$ cat config.mk
export PLATFORM = sky130hd
export DESIGN_NAME = riscv_if
export DESIGN_NICKNAME = d
export VERILOG_FILES = /design/src/rtl/riscv_if.sv
export SDC_FILE = /design/constraint.sdc
export NUM_CORES = 1
export LEC_CHECK = 0
export BUFFER_PORTS_ARGS = -buffer_cell sky130_fd_sc_hd__buf_2
export CAP_MARGIN = 10
export CORE_AREA = 3 3 191 211
export DETAILED_ROUTE_END_ITERATION = 10
export DIE_AREA = 0 0 194 214
export GPL_TIMING_DRIVEN = 0
export SLEW_MARGIN = 20
export SYNTH_ARGS = -nofsm -noshare
export SYNTH_HDL_FRONTEND = slang
export SYNTH_SLANG_ARGS = --single-unit
export TNS_END_PERCENT = 5
$ cat constraint.sdc
create_clock -name clk -period 4.15 [get_ports clk]
set_input_delay 0 -clock clk [delete_from_list [all_inputs] [get_ports clk]]
set_output_delay 0 -clock clk [all_outputs]
set_load 0.02 [all_outputs]
$ cat src/rtl/riscv_if.sv
// -----------------------------------------------------------------------------
// riscv_if : RV32I instruction fetch stage
//
// Issues word-aligned fetch requests to instruction memory, collects the
// in-order responses into a small {pc, inst} FIFO and presents the FIFO head
// to decode. A redirect from execute flushes the FIFO, turns every request
// still in flight into a "discard" credit and restarts fetching at the target.
// When nothing is buffered the stage presents a NOP with valid_o low.
//
// Handshakes:
//   imem request : a request transfers on a cycle with imem_req_o & imem_gnt_i;
//                  an ungranted request may be withdrawn (redirect) and its
//                  address is otherwise held until granted.
//   imem response: imem_rvalid_i marks one response per earlier grant, in
//                  grant order; there is no back-pressure on responses.
//   decode       : an instruction transfers on a cycle with valid_o & ~stall_i
//                  & ~redirect_i; stall_i is the inverse of a ready signal.
//
// Parameters:
//   RESET_PC      first fetch address after reset
//   FIFO_DEPTH    response buffer entries (power of 2, >= 2)
//
// Ports:
//   clk, rst_n            clock, asynchronous active-low reset
//   imem_req_o            fetch request valid
//   imem_addr_o           fetch address (word aligned)
//   imem_gnt_i            request accepted this cycle
//   imem_rvalid_i         response valid
//   imem_rdata_i          response instruction word
//   redirect_i            taken branch / jump from execute
//   redirect_pc_i         redirect target (bits [1:0] ignored)
//   stall_i               decode cannot accept this cycle
//   pc_o, inst_o, valid_o presented instruction
// -----------------------------------------------------------------------------
module riscv_if #(
    parameter logic [31:0] RESET_PC   = 32'h0000_0000,
    parameter int          FIFO_DEPTH = 2
) (
    input  logic        clk,
    input  logic        rst_n,
    output logic        imem_req_o,
    output logic [31:0] imem_addr_o,
    input  logic        imem_gnt_i,
    input  logic        imem_rvalid_i,
    input  logic [31:0] imem_rdata_i,
    input  logic        redirect_i,
    input  logic [31:0] redirect_pc_i,
    input  logic        stall_i,
    output logic [31:0] pc_o,
    output logic [31:0] inst_o,
    output logic        valid_o
);

    localparam int          PW      = $clog2(FIFO_DEPTH);
    localparam int          CW      = PW + 1;
    localparam logic [31:0] NOP     = 32'h0000_0013;
    localparam logic [CW:0] DEPTH_V = (CW+1)'(FIFO_DEPTH);

    // Fetch address and request bookkeeping
    logic [31:0]   r_fetch_pc;
    logic [CW-1:0] r_outstanding;   // granted, response not yet seen
    logic [CW-1:0] r_discard;       // responses still owed to a flushed stream

    // Request PC tags, written at grant, read when the response returns
    logic [31:0]   r_tag_pc [FIFO_DEPTH];
    logic [PW-1:0] r_tag_wr;
    logic [PW-1:0] r_tag_rd;

    // Response FIFO
    logic [31:0]   r_fifo_pc   [FIFO_DEPTH];
    logic [31:0]   r_fifo_inst [FIFO_DEPTH];
    logic [PW-1:0] r_wr_ptr;
    logic [PW-1:0] r_rd_ptr;
    logic [CW-1:0] r_count;
    logic [31:0]   r_last_pc;       // PC shown while the FIFO is empty

    logic          w_pop;
    logic          w_push;
    logic          w_req;
    logic          w_grant;
    logic [CW:0]   w_committed;
    logic [31:0]   w_redirect_pc;
    logic          w_unused_low_bits;

    assign w_redirect_pc     = {redirect_pc_i[31:2], 2'b00};
    assign w_unused_low_bits = ^redirect_pc_i[1:0];

    // -------------------------------------------------------------------------
    // Output side
    // -------------------------------------------------------------------------
    assign valid_o = (r_count != '0);
    assign pc_o    = valid_o ? r_fifo_pc[r_rd_ptr]   : r_last_pc;
    assign inst_o  = valid_o ? r_fifo_inst[r_rd_ptr] : NOP;

    assign w_pop   = valid_o & ~stall_i & ~redirect_i;

    // A response can only be accepted into the FIFO if it belongs to the
    // current stream: not owed to an older stream and not racing a redirect.
    assign w_push  = imem_rvalid_i & (r_discard == '0) & ~redirect_i;

    // -------------------------------------------------------------------------
    // Request side
    // -------------------------------------------------------------------------
    // Every request in flight already owns a FIFO slot, so a new request is
    // only issued while in-flight plus buffered entries (after this cycle's
    // pop) leave room. This is what makes FIFO overflow impossible.
    assign w_committed = {1'b0, r_outstanding} + {1'b0, r_count} - (CW+1)'(w_pop);

    // rst_n gates the request so that nothing is asked for while in reset but
    // the first request goes out in the first cycle after release.
    assign w_req       = rst_n & ~redirect_i & (w_committed < DEPTH_V);
    assign w_grant     = w_req & imem_gnt_i;

    assign imem_req_o  = w_req;
    assign imem_addr_o = r_fetch_pc;

    // -------------------------------------------------------------------------
    // Fetch PC, outstanding and discard counters
    // -------------------------------------------------------------------------
    always_ff @(posedge clk or negedge rst_n) begin
        if (!rst_n) begin
            r_fetch_pc    <= RESET_PC;
            r_outstanding <= '0;
            r_discard     <= '0;
        end else begin
            r_outstanding <= r_outstanding + CW'(w_grant) - CW'(imem_rvalid_i);
            if (redirect_i) begin
                r_fetch_pc <= w_redirect_pc;
                // Everything still in flight after this cycle is stale; a
                // response arriving right now is dropped by w_push instead.
                r_discard  <= r_outstanding - CW'(imem_rvalid_i);
            end else begin
                if (w_grant) begin
                    r_fetch_pc <= r_fetch_pc + 32'd4;
                end
                if (imem_rvalid_i && (r_discard != '0)) begin
                    r_discard <= r_discard - CW'(1);
                end
            end
        end
    end

    // -------------------------------------------------------------------------
    // Tag FIFO: one entry per outstanding request. It is not flushed on a
    // redirect because stale responses still arrive and must retire their tag.
    // -------------------------------------------------------------------------
    always_ff @(posedge clk or negedge rst_n) begin
        if (!rst_n) begin
            r_tag_wr <= '0;
            r_tag_rd <= '0;
            for (int i = 0; i < FIFO_DEPTH; i++) begin
                r_tag_pc[i] <= '0;
            end
        end else begin
            if (w_grant) begin
                r_tag_pc[r_tag_wr] <= r_fetch_pc;
                r_tag_wr           <= r_tag_wr + PW'(1);
            end
            if (imem_rvalid_i) begin
                r_tag_rd <= r_tag_rd + PW'(1);
            end
        end
    end

    // -------------------------------------------------------------------------
    // Response FIFO
    // -------------------------------------------------------------------------
    always_ff @(posedge clk or negedge rst_n) begin
        if (!rst_n) begin
            r_wr_ptr <= '0;
            r_rd_ptr <= '0;
            r_count  <= '0;
            for (int i = 0; i < FIFO_DEPTH; i++) begin
                r_fifo_pc[i]   <= '0;
                r_fifo_inst[i] <= '0;
            end
        end else if (redirect_i) begin
            r_wr_ptr <= '0;
            r_rd_ptr <= '0;
            r_count  <= '0;
        end else begin
            if (w_push) begin
                r_fifo_pc[r_wr_ptr]   <= r_tag_pc[r_tag_rd];
                r_fifo_inst[r_wr_ptr] <= imem_rdata_i;
                r_wr_ptr              <= r_wr_ptr + PW'(1);
            end
            if (w_pop) begin
                r_rd_ptr <= r_rd_ptr + PW'(1);
            end
            r_count <= r_count + CW'(w_push) - CW'(w_pop);
        end
    end

    // Last consumed PC, shown on pc_o whenever the FIFO runs dry
    always_ff @(posedge clk or negedge rst_n) begin
        if (!rst_n) begin
            r_last_pc <= RESET_PC;
        end else if (w_pop) begin
            r_last_pc <= r_fifo_pc[r_rd_ptr];
        end
    end

endmodule

==> flow_summary.toml, run 1 <==
[logic_synthesis]
synth_cells = 1024
async_reset_ff_frac = 1.00
post_synth.cell_area_avg_sq_um = 11.2
ys_warn_count = 0
synth.cell_area_sq_mm = 0.0114
synth_top_cell_by_area = "dfrtp_1"
synth_seq_cells = 254
synth.distinct_cells = 43
synthDominantCellAreaShare = 0.557
ys_dominant_reg_cell = "dfrtp_1"
yosysSeqAreaShare = 0.557
synth.top_cells.by_area = "dfrtp_1 (56%), mux2_2 (12%), mux2i_1 (8.2%)"
number_of_enable_flip_flop_cells_after_synthesis = 0

[critical_path]
start_kind = "flip-flop"
worst_path_max_fanout = 10
cp_data_required_time_ns = 4.61
crit_path_end_kind = "flip-flop"
crit_startpoint = "r_count[0]"
arrival_ns = 4.21
critical_path.reg2reg.startpoint = "r_count[0]"
setup.worst_path.class = "reg -> reg"
ff2ff_setup_slack_ns = 0.41

[cts]
tritoncts = "built"
clock_root_buffer = "clkbuf_16"
cts-htree-levels = 1
clock_sink_count = 254
clk_transition_reported_paths_ns = 0.06
clk_latency_ns = 0.55
cts_inserted_buffers = 29
clock_tree.buffer_depth = 3

[route]
drcViolationCount = 0
detailedRoute.firstPassIterationCount = 5
via_per_inst = 4.75
antenna_left = 0
drt_wl_total_um = 30600
drt-initial-drc-count = 500
route.detailed.wl_per_inst_um = 16.9
vias = 8605

[die]
cell_rows = 75
die_w_um = 194
initial_utilization = 0.298
chipHeight_um = 214
die-area_sq_mm = 0.0415
core_area_sq_mm = 0.0383
io-pin-count = 168

[sta]
fmaxAchievable_mhz = 267
finalClockSkew_ns = 0.0163
period_minus_slack_ns = 3.74
rsz0062_at_grt = "no"
number_of_pins_with_negative_max_slew_slack_in_the_final_report = 0
finalHoldWorstSlack_ns = 0.170
timing.final.crit_share = 0.902
finalHoldViolCount = 0
worst_slack_ns = 0.407
slew-limit-headroom = 0.409
finalSetupViolCount = 0
worst-slew-pin-transition_ns = 0.886

[global_routing]
antenna_found_initial = 0
grt_first_pass_wirelength_um = 48800
grt_max_degree = 72
grt_util_all_layers = 0.144
overflow = 0
vias_in_the_first_global_route = 8607

[place]
post_detailed_placement_half_perimeter_wirelength_um = 22000
numPortBuffers = 161
place_ws_ns = -0.205
place.gp.congestion = 0.809

[cells_and_area]
final_core_utilization = 0.381
n_antenna_cell = 0
drive_above_1_share = 0.273
flow.area_growth_from_synthesis_pct = 27.9
fin_nets = 1371
layout.cells.most_common_list = "dfrtp_1 (254), buf_2 (169), nor2_1 (139)"
layout.cells.most_common = "dfrtp_1"

[pwr]
power_density_mw_per_mm2 = 686
power.ir.vdd_worst_mv = 0.301
total_power_mw = 10.0
power.leakage_nw = 6.62

[min_path]
hold_path_class = "in -> reg"
hold_path.startpoint = "imem_gnt_i"

[outcome]
outcome = "complete, no violations"

[flow_run]
max_cap_violations = 0
## area by class of cell
class                      count  area, sq um
clock buffer                  43          838
clock inverter                 9         98.8
buffer                        68          285
timing repair buffer         234         1590
tap                          500          626
fill                        3776        23700
sequential                   254         6360
inverter                      14         52.6
multi-input combinational    691         4750
## power breakdown
group | internal [mW] | switching, mW
Sequential | 3.47 | 0.540
Clock | 1.51 | 0.987
Combinational | 1.48 | 2.04
Total | 6.46 | 3.56
## metal layers
layer / GRT usage / share of wire / up-vias / wire length [um]
li1: - / - / 4117 / -
met1: 0.201 / 0.46 / 4202 / 14000
met2: 0.235 / 0.47 / 243 / 14400
met3: 0.0234 / 0.050 / 43 / 1530
met4: 0.0373 / 0.022 / 0 / 668
met5: 0 / 0 / - / 0
## cells by family (layout without fill, tap and decap cells)
kind of cell    after synthesis  after routing  share of synthesized area
compound gates              179            179                     0.0871
xor+xnor                     16             16                     0.0123
fa+ha+maj                     9              9                     0.0105
buf+inv                      82            368                     0.0296
flops                       254            254                      0.557
mux                         218            218                      0.205
other cells                   1              4                   0.000328
simple gates                265            265                     0.0990
## repair_timing
action                                  CTS  global route
pin swaps                                 0             1
endpoints found under the hold margin   219             0
setup buffers                             0             2
resized for setup                         2             1
hold buffers                             68             0
endpoints found under the setup margin    2             1
## flip-flops by register name (all words and copies together) (netlist names)
signal and flops:
r_fifo_inst 64, r_fifo_pc 60, r_tag_pc 60, imem_addr_o 30, r_last_pc 30, r_count 2
r_discard 2, r_outstanding 2, r_rd_ptr 1, r_tag_rd 1, r_tag_wr 1, r_wr_ptr 1
## Yosys cell counts (2+ instances only)
library cell  number
inv_1             12
xnor2_1            8
ha_1               8
xor2_1             8
o21ai_0           49
nand4_1           16
buf_4              5
o311ai_0           7
nor4_1             3
buf_2              9
nor2b_1            3
o211ai_1          10
buf_1             11
a221o_1            3
a31oi_1            3
nand2_1           74
nor3_1             3
and3_1             3
nand2b_1           2
mux2_2           124
a31o_2             3
nor3_2             2
mux2i_1           94
nor2_1           140
a21oi_1           97
dfrtp_1          254
nand3_1           11
or3_1              4
clkbuf_1          43
inv_2              2
## per-stage QoR
step / instances / area (sq um) / TNS (ns)
after floorplan: 1027 / 11400 / 0
after global placement: 1688 / 12900 / -633.71
after detailed placement: 1691 / 13000 / -0.217
after CTS: 1811 / 14600 / 0
after global routing: 1813 / 14600 / 0
final: 1813 / 14600 / 0
## worst paths after layout
kind,to,cells after the start
min reg2reg,r_fifo_pc[9],2
max reg2reg,r_outstanding[1],15
max in group asynchronous,imem_addr_o[23],6
max,r_outstanding[1],15
min in group asynchronous,r_fifo_inst[38],3
min,imem_addr_o[21],6
## worst max-delay path: stages (launching register included)
cell and delay (ns):
dfrtp_1 0.42, nor2_2 0.13, nor3_2 0.50, nor2b_1 0.10, o21ai_0 0.26, fa_1 0.46
nand2_1 0.13, nor4b_4 0.06, buf_4 0.17, inv_2 0.11, clkbuf_1 0.50, ha_1 0.35
inv_1 0.06, ha_1 0.14, xnor2_1 0.13, xnor2_1 0.13
(Power assumes the default switching activity.)
==> run 2, diff against run 1 <==
Settings changed: CORE_AREA 3 3 191 211 to 3 3 139 155, DIE_AREA 0 0 194 214 to 0 0 142 158, PLACE_DENSITY from default to 0.79.
==> run 2 against run 1 <==
Compared with the run above: critical path depth fell by 1; global-route usage rose by 11 points; final cell count fell by 14%; worst setup slack got worse by 0.088 ns; non-clock buffer count fell by 5; critical endpoint unchanged; largest cell class unchanged; highest routed layer unchanged.
==> flow_summary.toml, run 2 (same netlist as run 1, synthesis figures left out) <==
[cts]
clock_root_buffer = "clkbuf_16"
clk_latency_ns = 0.52
clock_tree.buffer_depth = 3
cts_inserted_buffers = 26
cts-htree-levels = 1
clk_transition_reported_paths_ns = 0.06
tritoncts = "built"
clock_sink_count = 254

[global_routing]
vias_in_the_first_global_route = 9175
grt_max_degree = 104
grt_first_pass_wirelength_um = 46500
antenna_found_initial = 0
overflow = 0
grt_util_all_layers = 0.255

[sta]
finalHoldWorstSlack_ns = 0.00255
finalClockSkew_ns = 0.0105
slew-limit-headroom = 0.441
timing.final.crit_share = 0.923
finalHoldViolCount = 0
fmaxAchievable_mhz = 261
rsz0062_at_grt = "no"
worst_slack_ns = 0.318
period_minus_slack_ns = 3.83
number_of_pins_with_negative_max_slew_slack_in_the_final_report = 0
tns_ns = 0
finalSetupViolCount = 0
worst-slew-pin-transition_ns = 0.839

[cells_and_area]
registers.top_by_ff_count = "r_fifo_inst"
final_core_utilization = 0.713
drive_above_1_share = 0.271
flow.area_growth_from_synthesis_pct = 24.4
n_antenna_cell = 0
fin_nets = 1363
finish.cell_count_without_fillers = 1556
largestRegisters = "r_fifo_inst x64, r_fifo_pc x60, r_tag_pc x60"
fillCellCount = 1374
layout.cells.most_common = "dfrtp_1"
layout.cells.most_common_list = "dfrtp_1 (254), buf_2 (169), nor2_1 (139)"
largest_register_ff_count = 64

[pwr]
p_clk_frac = 0.248
power.ir.vdd_worst_mv = 0.407
pwr-share-seq = 0.405
combPwrFrac = 0.347
power.leakage_nw = 6.57
p_int_mw = 6.47
power_density_mw_per_mm2 = 703
switching_share = 0.353
power_switching_mw = 3.53

[die]
initial_utilization = 0.573
die_w_um = 142
die-area_sq_mm = 0.0224
chipHeight_um = 158
io-pin-count = 168
cell_rows = 54
core_area_sq_mm = 0.0199

[place]
numPortBuffers = 161
post_detailed_placement_half_perimeter_wirelength_um = 18900
placedCellCount = 1442
place_ws_ns = 0.155
place.gp.congestion = 0.895

[route]
route.detailed.wl_per_inst_um = 18.4
antenna_left = 0
vias = 8916
drcViolationCount = 0
drt-initial-drc-count = 585
detailedRoute.firstPassIterationCount = 5
drt_wl_total_um = 28600
via_per_inst = 5.73

[critical_path]
crit_path_end_kind = "flip-flop"
crit_startpoint = "r_count[0]"
arrival_ns = 4.28
worst_setup_path_endpoint = "r_outstanding[1]"
worst_path_max_fanout = 10
setup.worst_path.class = "reg -> reg"
ff2ff_path_depth = 14
cp_data_required_time_ns = 4.60
start_kind = "flip-flop"
critical_path.reg2reg.startpoint = "r_count[0]"
crit-reg2reg-capture = "r_outstanding[1]"
ff2ff_setup_slack_ns = 0.32

[flow_run]
max_cap_violations = 0

[min_path]
hold_path_class = "in -> async"

[outcome]
outcome = "complete, no violations"
==> run 2: timing repair <==
| item | CTS | global route |
|---|---|---|
| setup buffers | 0 | 0 |
| resized for setup | 0 | 1 |
| endpoints found under the setup margin | 0 | 1 |
| endpoints found under the hold margin | 354 | 0 |
| hold buffers | 66 | 0 |
==> run 2: how the worst min path moves through the flow <==
stage / slack, ns / from / depth (start not counted) / to
after floorplan: -0.30 / rst_n / 0 / imem_addr_o[10]
after global placement: 0.20 / redirect_pc_i[19] / 3 / imem_addr_o[19]
after detailed placement: -0.05 / rst_n / 1 / r_fifo_inst[47]
after CTS: 0.008 / rst_n / 2 / r_fifo_inst[47]
after global routing: 0.04 / rst_n / 2 / r_fifo_inst[29]
final: 0.003 / rst_n / 2 / r_fifo_inst[15]
==> run 2: layer usage <==
metal  global-route usage  routed length [um]  up-vias
met5                    0                   0        -
met4               0.0786                 810        0
met3               0.0353                1740       62
met2                0.450               14200      338
met1                0.329               11800     4412
li1                     -                   -     4104
==> run 2: critical path: stages, from the launching register on <==
cell,delay (ns)
dfrtp_1,0.41
nor2_2,0.40
nor3_2,0.22
nor2b_1,0.16
o21ai_0,0.10
fa_1,0.40
xnor2_1,0.19
nor4b_4,0.52
inv_2,0.15
clkbuf_1,0.31
ha_1,0.37
inv_1,0.04
ha_1,0.17
xnor2_1,0.16
xnor2_1,0.14
==> run 2: area by class of cell <==
| type | count | area (sq um) | share of cell area |
|---|---|---|---|
| multi-input combinational | 691 | 4750 | 0.334 |
| sequential | 254 | 6360 | 0.447 |
| clock inverter | 10 | 159 | 0.0112 |
| inverter | 14 | 52.6 | 0.00370 |
| tap | 252 | 315 | 0.0222 |
| buffer | 68 | 285 | 0.0201 |
| clock buffer | 38 | 767 | 0.0540 |
| timing repair buffer | 229 | 1530 | 0.108 |
==> run 2: power groups by stage <==
| stage | Clock (mW) | Sequential, mW | Combinational, mW |
|---|---|---|---|
| 2_1_floorplan | 0 | 3.94 | 2.40 |
| 3_3_place_gp | 0 | 4.00 | 3.25 |
| 3_5_place_dp | 0 | 4.07 | 3.36 |
| 4_1_cts | 2.52 | 4.03 | 3.46 |
| 5_1_grt | 2.61 | 4.17 | 3.81 |
| 6_report | 2.48 | 4.05 | 3.47 |
==> run 2: metrics by stage <==
| stage | total power [mW] | area [sq um] |
|---|---|---|
| 3_3_place_gp | 7.25 | 12600 |
| 4_1_cts | 10.0 | 14200 |
| 3_5_place_dp | 7.43 | 12600 |
| 2_1_floorplan | 6.35 | 11400 |
| 6_report | 10.0 | 14200 |
| 5_1_grt | 10.6 | 14200 |
==> run 3, diff against run 2 <==
Clock period 4.15 ns to 3.9 ns, I/O delays scaled along.
==> run 3 against run 2 <==
Compared with the run above: the flow now finishes with violations (hold timing); via count up 0.28%; non-clock buffer count up 2; clock power rose by 7%; worst setup slack got worse by 0.019 ns; cell area grew 0.14%; wire length rose by 0.30%; hold slack got worse by 0.0051 ns; largest power group unchanged.
==> flow_summary.toml, run 3 (same netlist as run 1, synthesis figures left out) <==
[outcome]
outcome = "finished with violations"
failed_checks = "hold timing"

[critical_path]
cp_num_buf_inv = 3
crit-reg2reg-capture = "r_outstanding[1]"
worst_path_max_fanout = 10
start_kind = "flip-flop"
cp.depth = 14
critPathMaxStageDelay_ns = 0.56
setup.worst_path.class = "reg -> reg"
arrival_ns = 4.05
cpLargestDelayFamily = "simple AND/OR/NAND/NOR gates"
crit_startpoint = "r_count[1]"
crit_path_end_kind = "flip-flop"
timing.critical_path.cells = "nor2_4 -> nor3_2 -> nor2b_1 -> o21ai_0 -> fa_1 -> xnor2_1 -> nor4b_4 -> inv_2 -> clkbuf_1 -> ha_1 -> inv_1 -> ha_1 -> xnor2_1 -> xnor2_1"
critical_path.reg2reg.startpoint = "r_count[1]"
worst_path_max_delay_cell = "nor3_2"
cp_data_required_time_ns = 4.35
worst_setup_path_endpoint = "r_outstanding[1]"
ff2ff_path_depth = 14
ff2ff_setup_slack_ns = 0.30
critPathMostFrequentCell = "xnor2_1"

[cells_and_area]
register_area_sq_mm = 0.00636
registers.top_by_ff_count = "r_fifo_inst"
layout.cells.most_common_list = "dfrtp_1 (254), buf_2 (169), nor2_1 (139)"
n_antenna_cell = 0
final_core_utilization = 0.714
area_of_the_multi_input_gates_sq_mm = 0.00475
flow.area_growth_from_synthesis_pct = 24.6
largestRegisters = "r_fifo_inst x64, r_fifo_pc x60, r_tag_pc x60"
fillCellCount = 1365
largest_register_ff_count = 64
drive_above_1_share = 0.272
layout.cells.most_common = "dfrtp_1"
finish.cell_count_without_fillers = 1558
fin_nets = 1365

[sta]
tns_ns = 0
finalHoldViolCount = 2
fmaxAchievable_mhz = 278
finalClockSkew_ns = 0.0106
timing.final.crit_share = 0.923
finalHoldWorstSlack_ns = -0.00260
worst-slew-pin-transition_ns = 0.840
number_of_pins_with_negative_max_slew_slack_in_the_final_report = 0
slew-limit-headroom = 0.440
period_minus_slack_ns = 3.60
finalSetupViolCount = 0

[route]
route.detailed.wl_per_inst_um = 18.4
via_per_inst = 5.74
antenna_left = 0
drt-initial-drc-count = 588
detailedRoute.firstPassIterationCount = 5
drcViolationCount = 0
drt_wl_total_um = 28700
vias = 8941

[cts]
clk_transition_reported_paths_ns = 0.06
clock_root_buffer = "clkbuf_16"
cts-htree-levels = 1
tritoncts = "built"
clk_latency_ns = 0.53
cts_inserted_buffers = 26
clock_sink_count = 254
clock_tree.buffer_depth = 3

[place]
placedCellCount = 1442
post_detailed_placement_half_perimeter_wirelength_um = 18900
numPortBuffers = 161
place.gp.congestion = 0.895

[global_routing]
grt_first_pass_wirelength_um = 46500
overflow = 0
vias_in_the_first_global_route = 9177
antenna_found_initial = 0
grt_max_degree = 104
grt_util_all_layers = 0.255

[pwr]
total_power_mw = 10.7
power_density_mw_per_mm2 = 748
power.leakage_nw = 6.58
power.ir.vdd_worst_mv = 0.428

[flow_run]
max_cap_violations = 0

[die]
chipHeight_um = 158
io-pin-count = 168
die-area_sq_mm = 0.0224
core_area_sq_mm = 0.0199
die_w_um = 142
initial_utilization = 0.573
cell_rows = 54

[min_path]
hold_path_class = "in -> async"
run 3: repair_timing:
item	CTS	global route
setup endpoints to repair	1	1
buffers inserted	0	2
pin swaps	0	1
hold buffers	66	0
hold endpoints to repair	354	0
gates resized for setup	1	1
run 3: area by class of cell:
type	count	area share
clock inverter	10	0.0112
clock buffer	38	0.0539
timing repair buffer	231	0.109
tap	252	0.0222
buffer	68	0.0200
sequential	254	0.447
inverter	14	0.00369
multi-input combinational	691	0.334
run 3: report_power, final:
part | total [mW] | switching, mW | internal (mW)
clock network | 2.65 | 1.02 | 1.63
registers | 4.31 | 0.620 | 3.69
logic | 3.69 | 2.12 | 1.57
run 3: per-layer routing:
| metal | part of all wire | track usage | vias up |
|---|---|---|---|
| li1 | - | - | 4101 |
| met1 | 0.42 | 0.329 | 4430 |
| met2 | 0.50 | 0.450 | 349 |
| met3 | 0.058 | 0.0353 | 61 |
| met4 | 0.028 | 0.0786 | 0 |
| met5 | 0 | 0 | - |
run 3: how the worst min path moves through the flow:
stage                                 end         startpoint  cells after the start
after global placement    imem_addr_o[19]  redirect_pc_i[19]                      3
after global routing      r_fifo_inst[29]              rst_n                      2
after floorplan           imem_addr_o[10]              rst_n                      0
after detailed placement  r_fifo_inst[47]              rst_n                      1
final                     r_fifo_inst[15]              rst_n                      2
after CTS                 r_fifo_inst[47]              rst_n                      2
run 3: per-stage QoR:
stage / area, sq um / setup WS [ns]
after floorplan: 11400 / 0.747
after global placement: 12600 / -3.00
after detailed placement: 12600 / -0.0949
after CTS: 14200 / 0.122
after global routing: 14200 / -0.0187
final: 14200 / 0.299
